$ cat src/rtl/fifo_stream_pkg.sv
// Shared definitions for the stream stamper: data/header widths, default marker
// header and the stamper FSM state encoding.
package fifo_stream_pkg;

   localparam int unsigned DataW      = 32;
   localparam int unsigned MarkerHdrW = 4;
   localparam int unsigned PeriodW    = 16;

   localparam logic [MarkerHdrW-1:0] MarkerIdDefault = 4'b0010;

   typedef enum logic [0:0] {
      StPass   = 1'b0,
      StMarker = 1'b1
   } state_e;

   // Marker word: header nibble on top, low timestamp bits below it.
   function automatic logic [DataW-1:0] make_marker(input logic [MarkerHdrW-1:0] id,
                                                    input logic [DataW-1:0]      ts);
      return {id, ts[DataW-MarkerHdrW-1:0]};
   endfunction

endpackage

$ cat src/rtl/stream_sync_fifo.sv
// Synchronous valid/ready FIFO. Storage is a register array, so the head word
// is available straight from a register one cycle after it was written.
module stream_sync_fifo #(
   parameter int unsigned DEPTH = 4,
   parameter int unsigned WIDTH = 32
) (
   input  logic             clk_i,
   input  logic             rst_i,
   input  logic             wr_valid_i,
   input  logic [WIDTH-1:0] wr_data_i,
   output logic             wr_ready_o,
   output logic             rd_valid_o,
   output logic [WIDTH-1:0] rd_data_o,
   input  logic             rd_pop_i
);

   localparam int unsigned AddrW = (DEPTH > 1) ? $clog2(DEPTH) : 1;
   localparam logic [AddrW:0] PtrOne = {{AddrW{1'b0}}, 1'b1};

   logic [WIDTH-1:0] mem_q [DEPTH];
   // Pointers carry one extra wrap bit to tell full from empty.
   logic [AddrW:0]   wr_ptr_q, wr_ptr_d;
   logic [AddrW:0]   rd_ptr_q, rd_ptr_d;
   logic             full, empty, push, pop;

   // Full/empty decode and pointer advance.
   always_comb begin
      full     = (wr_ptr_q[AddrW] != rd_ptr_q[AddrW]) &&
                 (wr_ptr_q[AddrW-1:0] == rd_ptr_q[AddrW-1:0]);
      empty    = (wr_ptr_q == rd_ptr_q);
      push     = wr_valid_i & ~full;
      pop      = rd_pop_i & ~empty;
      wr_ptr_d = push ? (wr_ptr_q + PtrOne) : wr_ptr_q;
      rd_ptr_d = pop  ? (rd_ptr_q + PtrOne) : rd_ptr_q;
   end

   // Pointer registers; reset empties the buffer.
   always_ff @(posedge clk_i) begin
      if (rst_i) begin
         wr_ptr_q <= '0;
         rd_ptr_q <= '0;
      end else begin
         wr_ptr_q <= wr_ptr_d;
         rd_ptr_q <= rd_ptr_d;
      end
   end

   // Storage array; contents need no reset since the pointers gate visibility.
   always_ff @(posedge clk_i) begin
      if (push) begin
         mem_q[wr_ptr_q[AddrW-1:0]] <= wr_data_i;
      end
   end

   assign wr_ready_o = ~full;
   assign rd_valid_o = ~empty;
   assign rd_data_o  = mem_q[rd_ptr_q[AddrW-1:0]];

endmodule

$ cat src/rtl/fifo_stream_stamper.sv
// Buffers an upstream word stream and forwards it downstream, inserting a
// timestamped marker word after every MARKER_PERIOD data words.
module fifo_stream_stamper
   import fifo_stream_pkg::*;
#(
   parameter logic [MarkerHdrW-1:0] MARKER_ID = MarkerIdDefault,
   parameter int unsigned           DEPTH     = 4
) (
   input  logic               BUS_CLK,
   input  logic               BUS_RST,
   input  logic [DataW-1:0]   DATA_IN,
   input  logic               WRITE_IN,
   output logic               READY_OUT,
   output logic [DataW-1:0]   DATA_OUT,
   output logic               WRITE_OUT,
   input  logic               READY_IN,
   input  logic [DataW-1:0]   TIMESTAMP,
   input  logic               ENABLE,
   input  logic [PeriodW-1:0] MARKER_PERIOD,
   output logic [31:0]        WORD_COUNT,
   output logic [15:0]        MARKER_COUNT
);

   state_e             state_q, state_d;
   logic [DataW-1:0]   marker_q, marker_d;
   logic [PeriodW-1:0] period_q, period_d, period_inc;
   logic [31:0]        word_cnt_q, word_cnt_d;
   logic [15:0]        marker_cnt_q, marker_cnt_d;

   logic               fifo_ready, head_valid, pop;
   logic [DataW-1:0]   head_data;
   logic               write_out;
   logic [DataW-1:0]   data_out;

   stream_sync_fifo #(
      .DEPTH (DEPTH),
      .WIDTH (DataW)
   ) u_fifo (
      .clk_i      (BUS_CLK),
      .rst_i      (BUS_RST),
      .wr_valid_i (WRITE_IN & ~BUS_RST),
      .wr_data_i  (DATA_IN),
      .wr_ready_o (fifo_ready),
      .rd_valid_o (head_valid),
      .rd_data_o  (head_data),
      .rd_pop_i   (pop)
   );

   assign period_inc = period_q + 16'd1;

   // Next-state and output decode for the pass/marker FSM.
   always_comb begin
      state_d      = state_q;
      marker_d     = marker_q;
      period_d     = period_q;
      word_cnt_d   = word_cnt_q;
      marker_cnt_d = marker_cnt_q;
      pop          = 1'b0;
      write_out    = 1'b0;
      data_out     = '0;

      case (state_q)
         StPass: begin
            write_out = head_valid;
            data_out  = head_valid ? head_data : '0;
            if (head_valid && READY_IN) begin
               pop        = 1'b1;
               word_cnt_d = word_cnt_q + 32'd1;
               if (ENABLE) begin
                  // >= so that lowering the period below the current count fires at once.
                  if ((MARKER_PERIOD != '0) && (period_inc >= MARKER_PERIOD)) begin
                     period_d = '0;
                     state_d  = StMarker;
                     marker_d = make_marker(MARKER_ID, TIMESTAMP);
                  end else begin
                     period_d = period_inc;
                  end
               end
            end
         end
         StMarker: begin
            write_out = 1'b1;
            data_out  = marker_q;
            if (READY_IN) begin
               marker_cnt_d = marker_cnt_q + 16'd1;
               state_d      = StPass;
            end
         end
         default: begin
            state_d = StPass;
         end
      endcase

      if (!ENABLE) begin
         period_d = '0;
      end
   end

   // State, marker word, period counter and statistics registers.
   always_ff @(posedge BUS_CLK) begin
      if (BUS_RST) begin
         state_q      <= StPass;
         marker_q     <= '0;
         period_q     <= '0;
         word_cnt_q   <= '0;
         marker_cnt_q <= '0;
      end else begin
         state_q      <= state_d;
         marker_q     <= marker_d;
         period_q     <= period_d;
         word_cnt_q   <= word_cnt_d;
         marker_cnt_q <= marker_cnt_d;
      end
   end

   // Outputs are forced idle while reset is held.
   assign READY_OUT    = fifo_ready & ~BUS_RST;
   assign WRITE_OUT    = write_out & ~BUS_RST;
   assign DATA_OUT     = BUS_RST ? '0 : data_out;
   assign WORD_COUNT   = word_cnt_q;
   assign MARKER_COUNT = marker_cnt_q;

endmodule

$ cat config.mk
export PLATFORM = sky130hd
export DESIGN_NAME = fifo_stream_stamper
export DESIGN_NICKNAME = d
export VERILOG_FILES = /design/src/rtl/fifo_stream_pkg.sv /design/src/rtl/stream_sync_fifo.sv /design/src/rtl/fifo_stream_stamper.sv
export SDC_FILE = /design/constraint.sdc
export NUM_CORES = 1
export LEC_CHECK = 0
export BUFFER_PORTS_ARGS = -buffer_cell sky130_fd_sc_hd__buf_2
export CAP_MARGIN = 15
export CORE_ASPECT_RATIO = 1.2
export CORE_UTILIZATION = 33
export DETAILED_ROUTE_END_ITERATION = 7
export PLACE_DENSITY_LB_ADDON = 0.1
export SLEW_MARGIN = 20
export SYNTH_ARGS = -nofsm -noshare
export SYNTH_HDL_FRONTEND = slang
export SYNTH_SLANG_ARGS = --single-unit
export TNS_END_PERCENT = 100
$ cat constraint.sdc
create_clock -name BUS_CLK -period 8.2 [get_ports BUS_CLK]
set_input_delay 1.23 -clock BUS_CLK [delete_from_list [all_inputs] [get_ports BUS_CLK]]
set_output_delay 1.23 -clock BUS_CLK [all_outputs]
set_load 0.1 [all_outputs]
Yosys cells after proc, flatten, opt, wreduce, memory -nomap -nowiden --
Memory sizes are Yosys's and may differ from the RTL's. A register that Yosys moved wholly into a read port is not among the register bits. Cells that the tools add are included.
Storage, ports and cells: flip-flop bits (word level) 100, RAM bits 128, bits of input ports 85, output and inout bits 82, word-level logic and storage cells 51, memories 1
Cells by class: add/sub/neg operators 5, $lt $le $gt $ge 1, equal/unequal tests 3, mux-type cells 16, bitwise gates (word level) 10, reduce and logical (&&, ||, !) cells 8
Memories:
- u_fifo.mem_q | depth 4, bits a word 32, rd ports 1, clocked after Yosys merged registers in 1, wr ports 1, RTL line stream_sync_fifo.sv:20 | logic [WIDTH-1:0] mem_q [DEPTH];
Operator list (number):
- 32-bit 2-to-1 mux | 2
- 32-bit one-hot mux with 2 select lines | 1
- 16-bit by 1-bit adder with 16-bit output (second input constant) | 2
- 32-bit by 1-bit adder with 32-bit output (second input constant) | 1
- 16-bit greater-or-equal comparator | 1
- 16-bit 2-to-1 mux | 1
- 16-bit nonzero test | 1
- 1-bit 2-to-1 mux | 8
- 3-bit by 1-bit adder with 3-bit output (second input constant) | 2
- 1-bit AND | 5
- 1-bit inverter | 5
- 2-bit 2-to-1 mux | 2
- 1-bit one-hot mux with 2 select lines | 2
- 2-bit AND reduction | 2
- 4-bit AND reduction | 1
- 3-bit equality test | 1
- 1-bit logical AND | 3
- 2-bit equality test | 1
- 2-bit OR reduction | 1
- 1-bit != test | 1

Depth between registers and ports, before layout --
Gate-level depths: netlist (run 1).
word-level depth 8, depth in mapped cells 14, gate-level depth less buffers 12

Cells and area by module --
From an unflattened synthesis (run 1), not the netlist that was laid out.
Unflattened totals: cell total of the unflattened synthesis 829, area, all modules 10241.1 µm²
By module, submodules not included:
- stream_sync_fifo | instances 1, cells an instance 237, area each 5166.2 µm², sequential area each 4003.8 µm²
- fifo_stream_stamper | instances 1, cells an instance 592, area each 5074.9 µm², sequential area each 1881.8 µm²

Worst setup path before layout (run 1) --
OpenSTA, ideal clock, no wires.
kind input-to-reg, start point in BUS_RST, end point mem u_fifo.mem_q[3][0], enable pin, setup time 0.394 ns, arrival time 4.152 ns, required time 7.806 ns, slack 3.654 ns, stages 3, buffers on the path 1, cells stage by stage clkbuf_1 -> a31oi_1 -> and3_1
On the way: longest elaborated chain between the ends 5
RTL lines:
- start: declaration | RTL line fifo_stream_stamper.sv:10 | input logic BUS_RST,
- 1-bit inverter | RTL line fifo_stream_stamper.sv:41 | .wr_valid_i (WRITE_IN & ~BUS_RST),
- 1-bit AND | RTL line fifo_stream_stamper.sv:41
- 1-bit AND | RTL line stream_sync_fifo.sv:31 | push = wr_valid_i & ~full;
- 1-bit 2-to-1 mux | RTL line stream_sync_fifo.sv:50 | if (push) begin
- 1-bit 2-to-1 mux (not written as such) | RTL line stream_sync_fifo.sv:51 | mem_q[wr_ptr_q[AddrW-1:0]] <= wr_data_i;
- end: declaration | RTL line stream_sync_fifo.sv:20
Every way passes these cells.

Worst setup path after layout (run 1) --
start point in BUS_RST, end point out DATA_OUT[10]
On the way: longest elaborated chain between the ends 1
RTL lines:
- 32-bit 2-to-1 mux | RTL line fifo_stream_stamper.sv:119 | assign DATA_OUT = BUS_RST ? '0 : data_out;
- end: declaration | RTL line fifo_stream_stamper.sv:14 | output logic [DataW-1:0] DATA_OUT,
Every way passes these cells.

==> results.toml, run 1 <==
[worst_setup_path]
rr_startpoint = "period_q[0]"
crit_path_frequent_cell = "buf_4"
cp.depth = 5
r2r_slack_ps = 4070
setup.worst_path.end = "DATA_OUT[10]"
crit_type = "in2out"
worstPathRequired_ps = 6970
path_delay_family = "buffers and inverters"
max_stage_delay_ps = 460
startpoint_type = "primary input"
worst-path-max-fanout = 32
worstPathCellList = "buf_4, nor2_2, buf_4, a22o_1, buf_2"
cp_num_buf_inv = 3
r2r-end = "marker_q[26]"
worst_r2r_path_depth = 12
end_kind = "output port"
arrival_ps = 2980
crit_start = "BUS_RST"
cpMaxStageDelayCell = "nor2_2"

[synthesis]
synth_most_common_cell = "edfxtp_1"
synth_cell_type_count = 45
syn_area_per_cell_um2 = 12.7
synth-async-reset-ratio = 0
netlist_top_cells_area = "edfxtp_1 38%, dfxtp_1 20%, mux4_2 7.2%"
synth_seq_cells = 230
yosysSeqAreaShare = 0.584
synth_area_leader_cell = "edfxtp_1"
synth_top_cell_area_share = 0.382
ys_top_cells_by_count = "128 x edfxtp_1, 102 x dfxtp_1, 67 x nor2_1"
yosysWarnings = 0
synth_cells = 796
synth_edf_count = 128
synth_nets = 905
syn-cell-area_um2 = 10100
ys.flop_type = "edfxtp_1"

[die]
coreArea_um2 = 29800
pin_count = 167
die_h_um = 193
initial_core_util = 0.338
dieArea_um2 = 31200
die_x_um = 162
row_count = 69

[clock_tree]
numCtsBuffers = 26
post_cts_resized = 0
clkTransAtPathRegs_ps = 60
ctsHoldBuffers = 0
h-tree-depth = 1
post_cts_buffers = 0
cts_sinks = 230
worst_skew_pair.late_latency_ps = 520
cts_buffer_depth = 3
cts_tree = "built"
cts_root_buf = "clkbuf_16"

[run_status]
status = "completed"

[layout]
layout.nets = 1058
regArea_um2 = 5890
layout-drive-gt1-share = 0.262
multiInputGateArea_um2 = 3950
layout.cells.non_filler = 1361
fill_cells = 2889
final_area_um2 = 12100
area_growth_pct = 20.2

[flow_run]
maxCapViolCount = 0

[pwr]
p_leak_nw = 4.59
combPwrFrac = 0.173
swShare = 0.287
peakVddDrop_v = 0.000144
net-switching-power_mw = 0.827
clkPwrFrac = 0.393
power.internal_mw = 2.06
power_density_nw_per_um2 = 238
fin_total_pwr_mw = 2.89
seqPwrFrac = 0.434

[worst_hold_path]
hold_path_class = "reg2reg"

[sta]
drv_slew = 0
worstMarginPinSlew_ps = 984
rsz0062_at_grt = "no"
skew_ps = 11.0
relSlewSlack = 0.344
finalSetupViolations = 0
fmax_mhz = 237
fin_setup_tns_ps = 0
layout_worst_path_cycle_share = 0.514
finalHoldViolCount = 0
period_minus_slack_ps = 4210

[place]
hpwl_um = 14400
dp.cells = 1311
portBuffers = 162
gp_congestion = 0.736
placed_area_um2 = 11300

[detailed_routing]
num_vias = 6613
route.detailed.drc = 0
wl_per_cell_um = 17.0
viasPerCell = 4.86
drtPass1Iterations = 4
first_iter_violations = 344
wl_um = 23100
drtAntennaViolNets = 0

[global_route]
antenna_found_initial = 4
gr-total-overflow = 0
grt_pass1_vias = 6728
track_usage = 0.150
grt_max_degree = 89
grt_pass1_wl_um = 36900
-- cell families (layout without fill, tap and decap cells) --
group,count (synthesis),after routing,share of synthesized area
other,0,2,0
multiplexers,61,61,0.100
AO/OA/AOI/OAI,67,67,0.0520
buffers and inverters,64,237,0.0268
adder cells (fa/ha/maj),24,24,0.0298
AND/OR/NAND/NOR,278,278,0.144
flip-flops,230,230,0.584
XOR/XNOR,72,72,0.0626
-- state kept, by name, indices dropped and copies added (netlist names), named ones only --
register         count
marker_q            29
MARKER_COUNT        16
WORD_COUNT          32
period_q            16
state_q              1
u_fifo.mem_q       128
u_fifo.rd_ptr_q      3
u_fifo.wr_ptr_q      3
-- power groups by stage --
stage               Sequential, mW  Clock (mW)  Combinational, mW
floorplan                     1.29           0              0.380
CTS                           1.25        1.18              0.509
global route                  1.25        1.22              0.530
global placement              1.28           0              0.506
finish                        1.25        1.14              0.498
detailed placement            1.28           0              0.507
-- per-layer routing --
layer / GRT usage / share of wire / vias up
li1: - / - / 3211
met1: 0.182 / 0.43 / 3215
met2: 0.263 / 0.50 / 149
met3: 0.0352 / 0.057 / 34
met4: 0.0388 / 0.016 / 4
met5: 0 / 0.00095 / -
-- worst reg2reg max path, stage by stage (launching register included) --
cell       delay [ps]
dfxtp_1           450
ha_1              280
nand3_1           180
nor3_1            490
nand3_1           160
xnor2_1           150
ha_1              300
nand4_1           140
nor3_1            360
o2111ai_1         180
a31oi_2           390
and3_4            700
mux2i_1           270
-- through the flow --
step / worst slack [ps] / hold slack, ps / util
floorplan: 3650 / 449 / -
global placement: 3690 / 462 / 0.378
detailed placement: 3690 / 460 / 0.378
CTS: 3650 / 474 / 0.406
global route: 3720 / 492 / 0.407
finish: 3990 / 470 / 0.407
-- worst min path at each step --
| stage | start | endpoint | cells past startpoint |
|---|---|---|---|
| detailed placement | marker_q[22] | marker_q[22] | 2 |
| finish | marker_q[23] | marker_q[23] | 2 |
| CTS | marker_q[23] | marker_q[23] | 2 |
| global placement | marker_q[8] | marker_q[8] | 2 |
| global route | marker_q[8] | marker_q[8] | 2 |
| floorplan | marker_q[0] | marker_q[0] | 2 |
-- layout by cell type, fill, tap and decap left out, drive strengths merged, types with 3 or more instances in the layout --
master    count
buf         169
edfxtp      128
dfxtp       102
nor2         67
nand2b       58
xor2         47
clkbuf       39
nand2        37
mux4         32
nand3        29
mux2i        29
a22o         29
xnor2        25
ha           24
inv          20
nand4        19
nor3         18
and3         18
a21oi        12
o21ai        10
and4         10
nor4          6
and2          6
or3           5
clkinv        5
clkinvlp      3
a31oi         3
-- cell type report --
class | count | share of cell area
clock buffers | 39 | 0.0636
flip-flops and latches | 230 | 0.486
well taps | 390 | 0.0403
multi-input cells | 502 | 0.326
diodes | 2 | 0.000413
inverters | 20 | 0.00620
repair buffers | 169 | 0.0715
clock inverters | 9 | 0.00609
(Power assumes the default switching activity.)
==> inputs of run 2 (changes only) <==
==> constraint.sdc (replaced) <==
create_clock -name BUS_CLK -period 4.35 [get_ports BUS_CLK]
set_input_delay 0.6525 -clock BUS_CLK [delete_from_list [all_inputs] [get_ports BUS_CLK]]
set_output_delay 0.6525 -clock BUS_CLK [all_outputs]
set_load 0.1 [all_outputs]
==> results.toml, run 2 (synthesis gave the netlist of run 1 again) <==
[run_status]
status = "completed"

[pwr]
combPwrFrac = 0.168
peakVddDrop_v = 0.000312
net-switching-power_mw = 1.58
fin_total_pwr_mw = 5.48
power.internal_mw = 3.90
clkPwrFrac = 0.396
seqPwrFrac = 0.435
swShare = 0.288
power_density_nw_per_um2 = 450
p_leak_nw = 4.62

[detailed_routing]
route.detailed.drc = 0
num_vias = 6588
drtPass1Iterations = 4
wl_per_cell_um = 17.1
wl_um = 23400
drtAntennaViolNets = 0
viasPerCell = 4.83
first_iter_violations = 272

[layout]
layout-drive-gt1-share = 0.270
layout.nets = 1061
final_common_cell = "buf_2"
fin_util = 0.409
layout_common_cells = "161 x buf_2, 128 x edfxtp_1, 101 x dfxtp_1"
fill_cells = 2852
largest_reg_flops = 128
area_growth_pct = 20.8

[die]
dieArea_um2 = 31200
coreArea_um2 = 29800
row_count = 69
initial_core_util = 0.338
die_x_um = 162
pin_count = 167
die_h_um = 193

[sta]
drv_slew = 0
finalHoldViolCount = 0
relSlewSlack = 0.333
period_minus_slack_ps = 3460
fmax_mhz = 289
rsz0062_at_grt = "no"
fin_setup_tns_ps = 0
layout_worst_path_cycle_share = 0.796
finalSetupViolations = 0
worstMarginPinSlew_ps = 1000
skew_ps = 17.2

[clock_tree]
clkTransAtPathRegs_ps = 60
cts_tree = "built"
worst_skew_pair.late_latency_ps = 520
cts_sinks = 230
numCtsBuffers = 26
post_cts_resized = 0
cts_root_buf = "clkbuf_16"
cts_buffer_depth = 3
post_cts_buffers = 0
ctsHoldBuffers = 0
h-tree-depth = 1

[worst_setup_path]
end_kind = "register"
arrival_ps = 3910
worstPathRequired_ps = 4800
startpoint_type = "register"
r2r_slack_ps = 890
crit_type = "reg2reg"
worst-path-max-fanout = 30
worst_r2r_path_depth = 14

[flow_run]
maxCapViolCount = 0

[place]
portBuffers = 162
hpwl_um = 14600
gp_congestion = 0.755

[global_route]
grt_pass1_vias = 6583
antenna_found_initial = 3
grt_pass1_wl_um = 36500
track_usage = 0.150
gr-total-overflow = 0
grt_max_degree = 66

[worst_hold_path]
hold_path_class = "in2reg"
holdPathStages = 1
## run 2: path summary, 6_finish.rpt
check	startpoint	endpoint
hold / removal	DATA_IN[0]	u_fifo.mem_q[0][0]
setup / recovery	period_q[0]	marker_q[17]
setup reg to reg	period_q[0]	marker_q[17]
hold reg to reg	marker_q[1]	marker_q[1]
## run 2: cell type report
cell class              count  area (µm²)  share of cell area
clock inverters            15         141              0.0116
repair buffers            172         913              0.0750
flip-flops and latches    230        5890               0.484
clock buffers              33         718              0.0590
diodes                      2        5.00            0.000411
well taps                 390         488              0.0401
inverters                  20        75.1             0.00617
multi-input cells         502        3940               0.324
## run 2: power groups by stage
stage / clock network, mW / logic, mW / registers, mW
floorplan: 0 / 0.715 / 2.43
global placement: 0 / 0.940 / 2.43
detailed placement: 0 / 0.938 / 2.43
CTS: 2.25 / 0.941 / 2.39
global route: 2.33 / 0.982 / 2.39
finish: 2.17 / 0.922 / 2.38
## run 2: worst max-delay path, stage by stage (launching register included)
cell and delay (ps):
dfxtp_1 410, ha_1 270, nand3_1 170, nor3_1 220, buf_4 160, nand3_1 90
xnor2_1 150, ha_1 290, nand4_1 130, nor3_1 280, o2111ai_1 170, a31oi_2 290
and3_2 250, buf_12 260, mux2i_1 220
## run 2: per-stage QoR
stage | hold WS (ps) | setup WS (ps) | cell area [µm²] | instances
finish | 343 | 890 | 12200 | 1364
global route | 322 | 504 | 12200 | 1363
CTS | 315 | 814 | 12200 | 1362
detailed placement | 464 | 836 | 11300 | 1314
global placement | 461 | 862 | 11300 | 1314
floorplan | 449 | 381 | 10100 | 796
## run 2: metal layers
metal,share of wire,GRT usage
met1,0.42,0.180
met2,0.50,0.267
met5,0.00034,0
met4,0.018,0.0381
met3,0.058,0.0354
